==> src/rtl/rv32_fetch_stage.sv <==
// RV32 instruction fetch stage: PC, 2-slot in-order fetch queue and IF/ID register.
// Stale responses left in flight by a redirect are counted in drop_cnt and discarded.
module rv32_fetch_stage #(
  parameter logic [31:0] RESET_PC = 32'h0000_0000
) (
  input  logic        clk,
  input  logic        rst_n,
  output logic        imem_req_valid,
  input  logic        imem_req_ready,
  output logic [31:0] imem_req_addr,
  input  logic        imem_rsp_valid,
  input  logic [31:0] imem_rsp_data,
  input  logic        redirect_valid,
  input  logic [31:0] redirect_pc,
  input  logic        stall,
  output logic        if_id_valid,
  output logic [31:0] if_id_instr,
  output logic [31:0] if_id_pc
);

  localparam logic [31:0] NOP = 32'h0000_0013;

  logic [31:0] pc;
  logic [31:0] slot_pc    [2];
  logic [31:0] slot_instr [2];
  logic [1:0]  slot_filled;
  logic        head;
  logic        tail;
  logic [1:0]  used;
  logic [1:0]  drop_cnt;

  logic        req_fire;
  logic        head_unfilled;
  logic        second_unfilled;
  logic [1:0]  unfilled_cnt;
  logic        rsp_fill;
  logic        rsp_drop;
  logic        fill_idx;
  logic        head_ready;
  logic        head_bypass;
  logic        load_en;
  logic        pop;
  logic [1:0]  drop_next;
  logic [1:0]  unused_redirect_lo;

  assign unused_redirect_lo = redirect_pc[1:0];

  // Stale responses still owe the memory a slot, so they count against the in-flight cap.
  assign imem_req_valid = rst_n && !redirect_valid &&
                          (({1'b0, used} + {1'b0, drop_cnt}) < 3'd2);
  assign imem_req_addr  = pc;

  // NOTE: every signal driven here gets a default first, so no path leaves it unassigned (no latch).
  always_comb begin
    req_fire        = imem_req_valid && imem_req_ready;
    head_unfilled   = (used != 2'd0) && !slot_filled[head];
    second_unfilled = (used == 2'd2) && slot_filled[head] && !slot_filled[~head];
    unfilled_cnt    = 2'd0;
    if (head_unfilled) unfilled_cnt = unfilled_cnt + 2'd1;
    if ((used == 2'd2) && !slot_filled[~head]) unfilled_cnt = unfilled_cnt + 2'd1;

    rsp_fill    = imem_rsp_valid && (drop_cnt == 2'd0) && (head_unfilled || second_unfilled);
    fill_idx    = head_unfilled ? head : ~head;
    head_ready  = (used != 2'd0) && slot_filled[head];
    head_bypass = rsp_fill && head_unfilled;
    load_en     = !stall || !if_id_valid;
    pop         = !redirect_valid && load_en && (head_ready || head_bypass);

    // On a redirect, a response aimed at a now-stale slot is dropped here instead of filling.
    rsp_drop  = imem_rsp_valid &&
                ((drop_cnt != 2'd0) || (redirect_valid && (unfilled_cnt != 2'd0)));
    drop_next = drop_cnt + (redirect_valid ? unfilled_cnt : 2'd0) - {1'b0, rsp_drop};
  end

  // NOTE: slot payload is not reset; slot_filled and used qualify every read of it.
  always_ff @(posedge clk) begin
    if (req_fire) slot_pc[tail]        <= pc;
    if (rsp_fill) slot_instr[fill_idx] <= imem_rsp_data;
  end

  // NOTE: all state updates use non-blocking assignments so every read sees pre-edge values.
  always_ff @(posedge clk or negedge rst_n) begin
    if (!rst_n) begin
      pc          <= RESET_PC;
      slot_filled <= 2'b00;
      head        <= 1'b0;
      tail        <= 1'b0;
      used        <= 2'd0;
      drop_cnt    <= 2'd0;
      if_id_valid <= 1'b0;
      if_id_instr <= NOP;
      if_id_pc    <= 32'h0000_0000;
    end else if (redirect_valid) begin
      pc          <= {redirect_pc[31:2], 2'b00};
      slot_filled <= 2'b00;
      head        <= 1'b0;
      tail        <= 1'b0;
      used        <= 2'd0;
      drop_cnt    <= drop_next;
      if_id_valid <= 1'b0;
    end else begin
      if (rsp_fill) slot_filled[fill_idx] <= 1'b1;
      if (req_fire) begin
        slot_filled[tail] <= 1'b0;
        tail              <= ~tail;
        pc                <= pc + 32'd4;
      end
      if (pop) head <= ~head;
      used     <= used + {1'b0, req_fire} - {1'b0, pop};
      drop_cnt <= drop_next;

      if (load_en) begin
        if (head_ready) begin
          if_id_valid <= 1'b1;
          if_id_instr <= slot_instr[head];
          if_id_pc    <= slot_pc[head];
        end else if (head_bypass) begin
          if_id_valid <= 1'b1;
          if_id_instr <= imem_rsp_data;
          if_id_pc    <= slot_pc[head];
        end else begin
          if_id_valid <= 1'b0;
        end
      end
    end
  end

endmodule

==> config.mk <==
export PLATFORM = sky130hd
export DESIGN_NAME = rv32_fetch_stage
export DESIGN_NICKNAME = d
export VERILOG_FILES = /design/src/rtl/rv32_fetch_stage.sv
export SDC_FILE = /design/constraint.sdc
export NUM_CORES = 1
export LEC_CHECK = 0
export ABC_AREA = 1
export CAP_MARGIN = 10
export CORE_MARGIN = 1
export CORE_UTILIZATION = 45
export CTS_CLUSTER_DIAMETER = 60
export CTS_CLUSTER_SIZE = 14
export DETAILED_ROUTE_END_ITERATION = 7
export GPL_ROUTABILITY_DRIVEN = 1
export GPL_TIMING_DRIVEN = 0
export PLACE_DENSITY_LB_ADDON = 0.3
export SYNTH_ARGS = -nofsm -noshare
export SYNTH_HDL_FRONTEND = slang
export SYNTH_SLANG_ARGS = --single-unit
==> constraint.sdc <==
create_clock -name clk -period 5.9 [get_ports clk]
set_clock_uncertainty 0.2 [all_clocks]
set_input_delay 1.77 -clock clk [delete_from_list [all_inputs] [get_ports clk]]
set_output_delay 1.77 -clock clk [all_outputs]
set_load 0.01 [all_outputs]
# After elaboration in Yosys (flattened, before gate mapping)

Memories as Yosys holds them, arrays and structs flattened. A register that Yosys moved wholly into a read port is not among the register bits.
Index checks and enable logic that the tools add are counted.
Widths: inputs -> output; s select.

Bits in registers: 73
Memory bits (writable): 128
Word-level logic and storage cells: 100
Memories kept: 2

Add/sub/neg operators: 7
Magnitude comparators: 7
Eq/ne operators: 1
Mux-type cells: 33
Bitwise gates (word level): 6
Reductions and logical operators: 36

Memory list:

| memory     | depth | width | rd ports | clocked after memory_dff | write ports | RTL line | RTL |
|---|---|---|---|---|---|---|---|
| slot_instr | 2     | 32    | 1        | 1                        | 1           | 25       | `logic [31:0] slot_instr [2];` |
| slot_pc    | 2     | 32    | 1        | 0                        | 1           | 24       | `logic [31:0] slot_pc [2];` |

Operator list:

| cell                  | count |
|---|---|
| $mux 32               | 4 |
| $add 32x3->32 const B | 1 |
| $mux 1                | 20 |
| $logic_and 1x1->1     | 17 |
| $mux 2                | 7 |
| $reduce_bool 2->1     | 7 |
| $lt 1x2->1 const B    | 4 |
| $logic_not 1->1       | 6 |
| $logic_or 1x1->1      | 4 |
| $sub 2x1->2           | 2 |
| $add 2x2->3           | 1 |
| $lt 3x2->1 const B    | 1 |
| $not 1->1             | 3 |
| $reduce_and 3->1      | 1 |
| $add 2x1->2           | 1 |
| $add 2x1->2 const B   | 1 |
| $add 2x2->2           | 1 |
| $and 2x2->2           | 1 |
| $demux 1 s1           | 2 |
| $eq 2x2->1 const B    | 1 |
| $ge 1x1->1 const B    | 2 |
| $logic_not 2->1       | 1 |
| $not 2->2             | 1 |
| $or 2x2->2            | 1 |

# Logic depth before layout (Yosys ltp)

Depth after elaboration: 15
Gate-level depth with buffers: 14
Gate-level depth less buffers: 13

# Least setup slack after synthesis

Ideal clock, no wire load.

Path type: input -> output
Start point: in redirect_valid
End point: out imem_req_valid
Data arrival time: 2.193 ns
Data required time: 3.930 ns
Path slack: 1.737 ns
Stages: 4
Path buffers: 1
Path through: buf_2 inv_4 nand3_1 inv_1

Cells in the longest elaborated chain, start to end: 3

RTL lines:

| what                            | RTL line | RTL |
|---|---|---|
| start: declaration              | 13       | `input logic redirect_valid,` |
| $logic_not 1->1                 | 49       | `assign imem_req_valid = rst_n && !redirect_valid &&` |
| $logic_and 1x1->1 (2 in series) | 49       |  |
| end: declaration                | 8        | `output logic imem_req_valid,` |

Every way passes these cells.

# Final worst setup path

Start point: in rst_n
End point: out imem_req_valid

Cells in the longest elaborated chain, start to end: 2

RTL lines:

| what                            | RTL line | RTL |
|---|---|---|
| start: declaration              | 7        | `input logic rst_n,` |
| $logic_and 1x1->1 (2 in series) | 49       |  |

Every way passes these cells.

==> parameters.txt <==
Parameter                              Value

Clock network
  Clock insertion delay at the later pin of the skew report ... 0.51 ns
  Resized Gates After CTS ... 0
  Largest buffer count on any clock path ... 3
  Setup repair bufs after CTS ... 0
  CTS H-tree lvls ... 1
  Sinks on Clock Net ... 225
  Root cell of the clock tree ... clkbuf_16
  Clock buffers created by TritonCTS ... 21
  CTS hold repair buffers ... 0
  Reg clk slew, reported paths ... roughly 0.07 ns
  TritonCTS clock tree ... yes

Drt
  Initial DRC count ... approximately 280
  DR pass1 iterations ... 5
  Mean number of vias per cell ... approximately 5.1
  Wire length reported by the detailed router ... between 20000 and 25000 µm
  Avg WL per Cell ... between 15 and 20 µm
  Antenna-violating nets left ... 0
  Total vias in the final route ... 7350
  DRC ... 0

Yosys
  Most common cell in the netlist ... nand2_1
  Commonest cells post-synth ... 305 x nand2_1, 124 x edfxtp_1, 112 x nor2_1
  Biggest area consumer among synthesized cells ... edfxtp_1
  Number of enable-type register cells in the synthesized netlist ... roughly 120
  Synth Cell Area ... ~10000 µm²
  Part of the Yosys area used for sequential elements ... 62.1%
  Main flop type after synthesis ... edfxtp_1
  Share of the synthesized area in the top cell type ... 37.0%
  YS warnings ... 0
  Distinct cells, synth ... 38
  #FFs+latches synth ... ~230
  Synth top area cells ... edfxtp_1 37%, dfrtp_1 24%, nand2_1 11%, nor2_1 4.2%, o211ai_2 3.7%
  Fraction of synthesis flops using an asynchronous set or reset pin ... about 45%
  Post-Synthesis Cells ... between 900 and 1000
  Synth Area per Inst ... ~10 µm²

GRT
  Via count of the first global-routing pass ... 7335
  Wire length of the first global-routing pass ... 37900 µm
  Initial antenna violation count ... 1
  Largest net degree at the start of global routing ... between 70 and 80
  Total congestion overflow ... 0
  GRT Resource Usage Total ... 21.6%

Setup path
  Worst-case reg-to-reg path depth ... 9
  Startpoint types ... input port
  Crit path max fanout ... between 70 and 80
  Arrival @ worst endpoint ... 3.18 ns
  Required time of the critical path ... ~3.9 ns
  Worst setup EP type ... output pin
  WS Path Type ... in2out

Placement
  Number of buffer cells added on primary ports ... 160
  Post-placement cell area ... roughly 12000 µm²
  HPWL reported at the end of detailed placement ... ~17000 µm
  Weighted congestion reported at the end of routability-driven placement ... about 0.9

Timing
  Slew margin rel. ... approximately two fifths
  Finish-stage setup viols ... 0
  RSZ-0062 raised after global routing ... false
  Final Cycle Share ... about 87%
  FMAX ... approximately 190 MHz
  Worst Tran Pin Value ... between 0.8 and 0.9 ns
  Min Tclk post-route ... roughly 5.2 ns
  Max Transition Viols Final ... 0
  Number of hold violations in the final report ... 0

Floorplanning
  Vert. Die Dim ... about 150 µm
  Core Region ... around 22000 µm²
  # IOs ... 168
  Width of the chip ... between 150 and 200 µm
  Effective utilization at floorplan ... a little under half
  Count of standard-cell rows ... 54
  Area enclosed by the die boundary ... roughly 23000 µm²

Finish
  # nets final ... approximately 1200
  Final core utilization ... 58.5%
  Share of cells above drive strength 1 ... 11.1%
  Syn-to-layout area delta ... 27.2%
  Final cell area excluding filler cells ... about 13000 µm²
  Antenna diodes ... 0

Worst hold path
  Worst Hold Path Cells ... 2
  Min-Delay Path Class ... reg2reg

Power
  Power per cell area ... 356 nW/µm²
  Leakage power ... 5.34 nW
  Highest ir drop seen on vdd ... between 0.15 and 0.2 mV

Status
  Outcome ... completed

Run
  Number of violations of the max-capacitance limit ... 0
==> critical path, cell delays in order <==
cell             delay, ns
buf_6                 0.26
buf_16                0.37
nand3_1               0.12
inv_1                 0.06
clkdlybuf4s50_1       0.52
==> through the flow <==
step	setup TNS, ns	total power, mW	worst slack [ns]	instances	hold WS (ns)
6_report	0	4.56	0.749	1448	0.267
5_1_grt	0	4.79	0.610	1448	0.296
4_1_cts	0	4.61	0.708	1448	0.269
3_5_place_dp	0	3.23	0.709	1410	0.258
3_3_place_gp	-452.59	3.20	-3.87	1407	0.255
2_1_floorplan	0	2.58	1.74	967	0.273
==> cells by family (layout without fill, tap and decap cells) <==
family | after synthesis | count (layout) | synth area share (%)
DFF | 225 | 225 | 62.1
adders and majority gates | 8 | 8 | 1.07
AOI/OAI and AO/OA | 97 | 97 | 8.07
xor gates and xnor gates | 10 | 10 | 0.870
other | 1 | 4 | 0.0372
muxes | 32 | 32 | 3.18
and+or+nand+nor | 477 | 477 | 19.2
buffers and inverters | 114 | 315 | 5.47
==> registers in the layout, summed over array words and instances (netlist names) <==
name and count:
tail 1, drop_cnt 2, imem_req_addr 30, slot_instr 64, slot_filled 2, head 1, used 2, slot_pc 60
if_id_valid 1, if_id_instr 32, if_id_pc 30
==> layer usage <==
layer  wire (µm)  vias up  global-route usage [%]  part of all wire (%)
li1            -     3584                       -                     -
met1       10000     3468                    26.7                    41
met2       12000      236                    38.4                    50
met3        1280       60                    2.96                   5.3
met4         821        2                    8.17                   3.4
met5          13        -                       0                 0.054
==> placed cells by master, fill, tap and decap left out, drive strengths merged, types with 4 or more instances in the layout <==
cell	instances
buf	35
ha	7
o31ai	30
inv	68
a21oi	4
nand2	319
dfrtp	98
clkbuf	45
edfxtp	124
o21ai	22
clkdlybuf4s50	159
o211ai	38
conb	4
nand3	35
xor2	8
clkinv	6
mux2i	32
nor2	116
==> power breakdown <==
group          switching, mW  internal [mW]
Clock                  0.580          0.785
Sequential             0.201           1.93
Combinational          0.494          0.572
==> final cells by class <==
| cell class | instances | area [µm²] |
|---|---|---|
| Buffer | 43 | 279 |
| Sequential cell | 225 | 6250 |
| Fill cell | 1823 | 9080 |
| Clock buffer | 33 | 592 |
| Inverter | 71 | 272 |
| Timing Repair Buffer | 163 | 1690 |
| Tap cell | 280 | 350 |
| Clock inverter | 5 | 86.3 |
| Multi-Input combinational cell | 628 | 3290 |
==> worst paths after layout <==
check | start | to | slack, ns
max in group asynchronous | rst_n | if_id_instr[0] | 3.82
worst max register to register | used[0] | slot_filled[0] | 2.98
worst min register to register | if_id_instr[4] | if_id_instr[4] | 0.27
worst min-delay path | if_id_instr[4] | if_id_instr[4] | 0.27
min in group asynchronous | rst_n | imem_req_addr[24] | 0.94
worst max-delay path | rst_n | imem_req_valid | 0.75
Note: power is estimated with default switching activity, not from simulation.
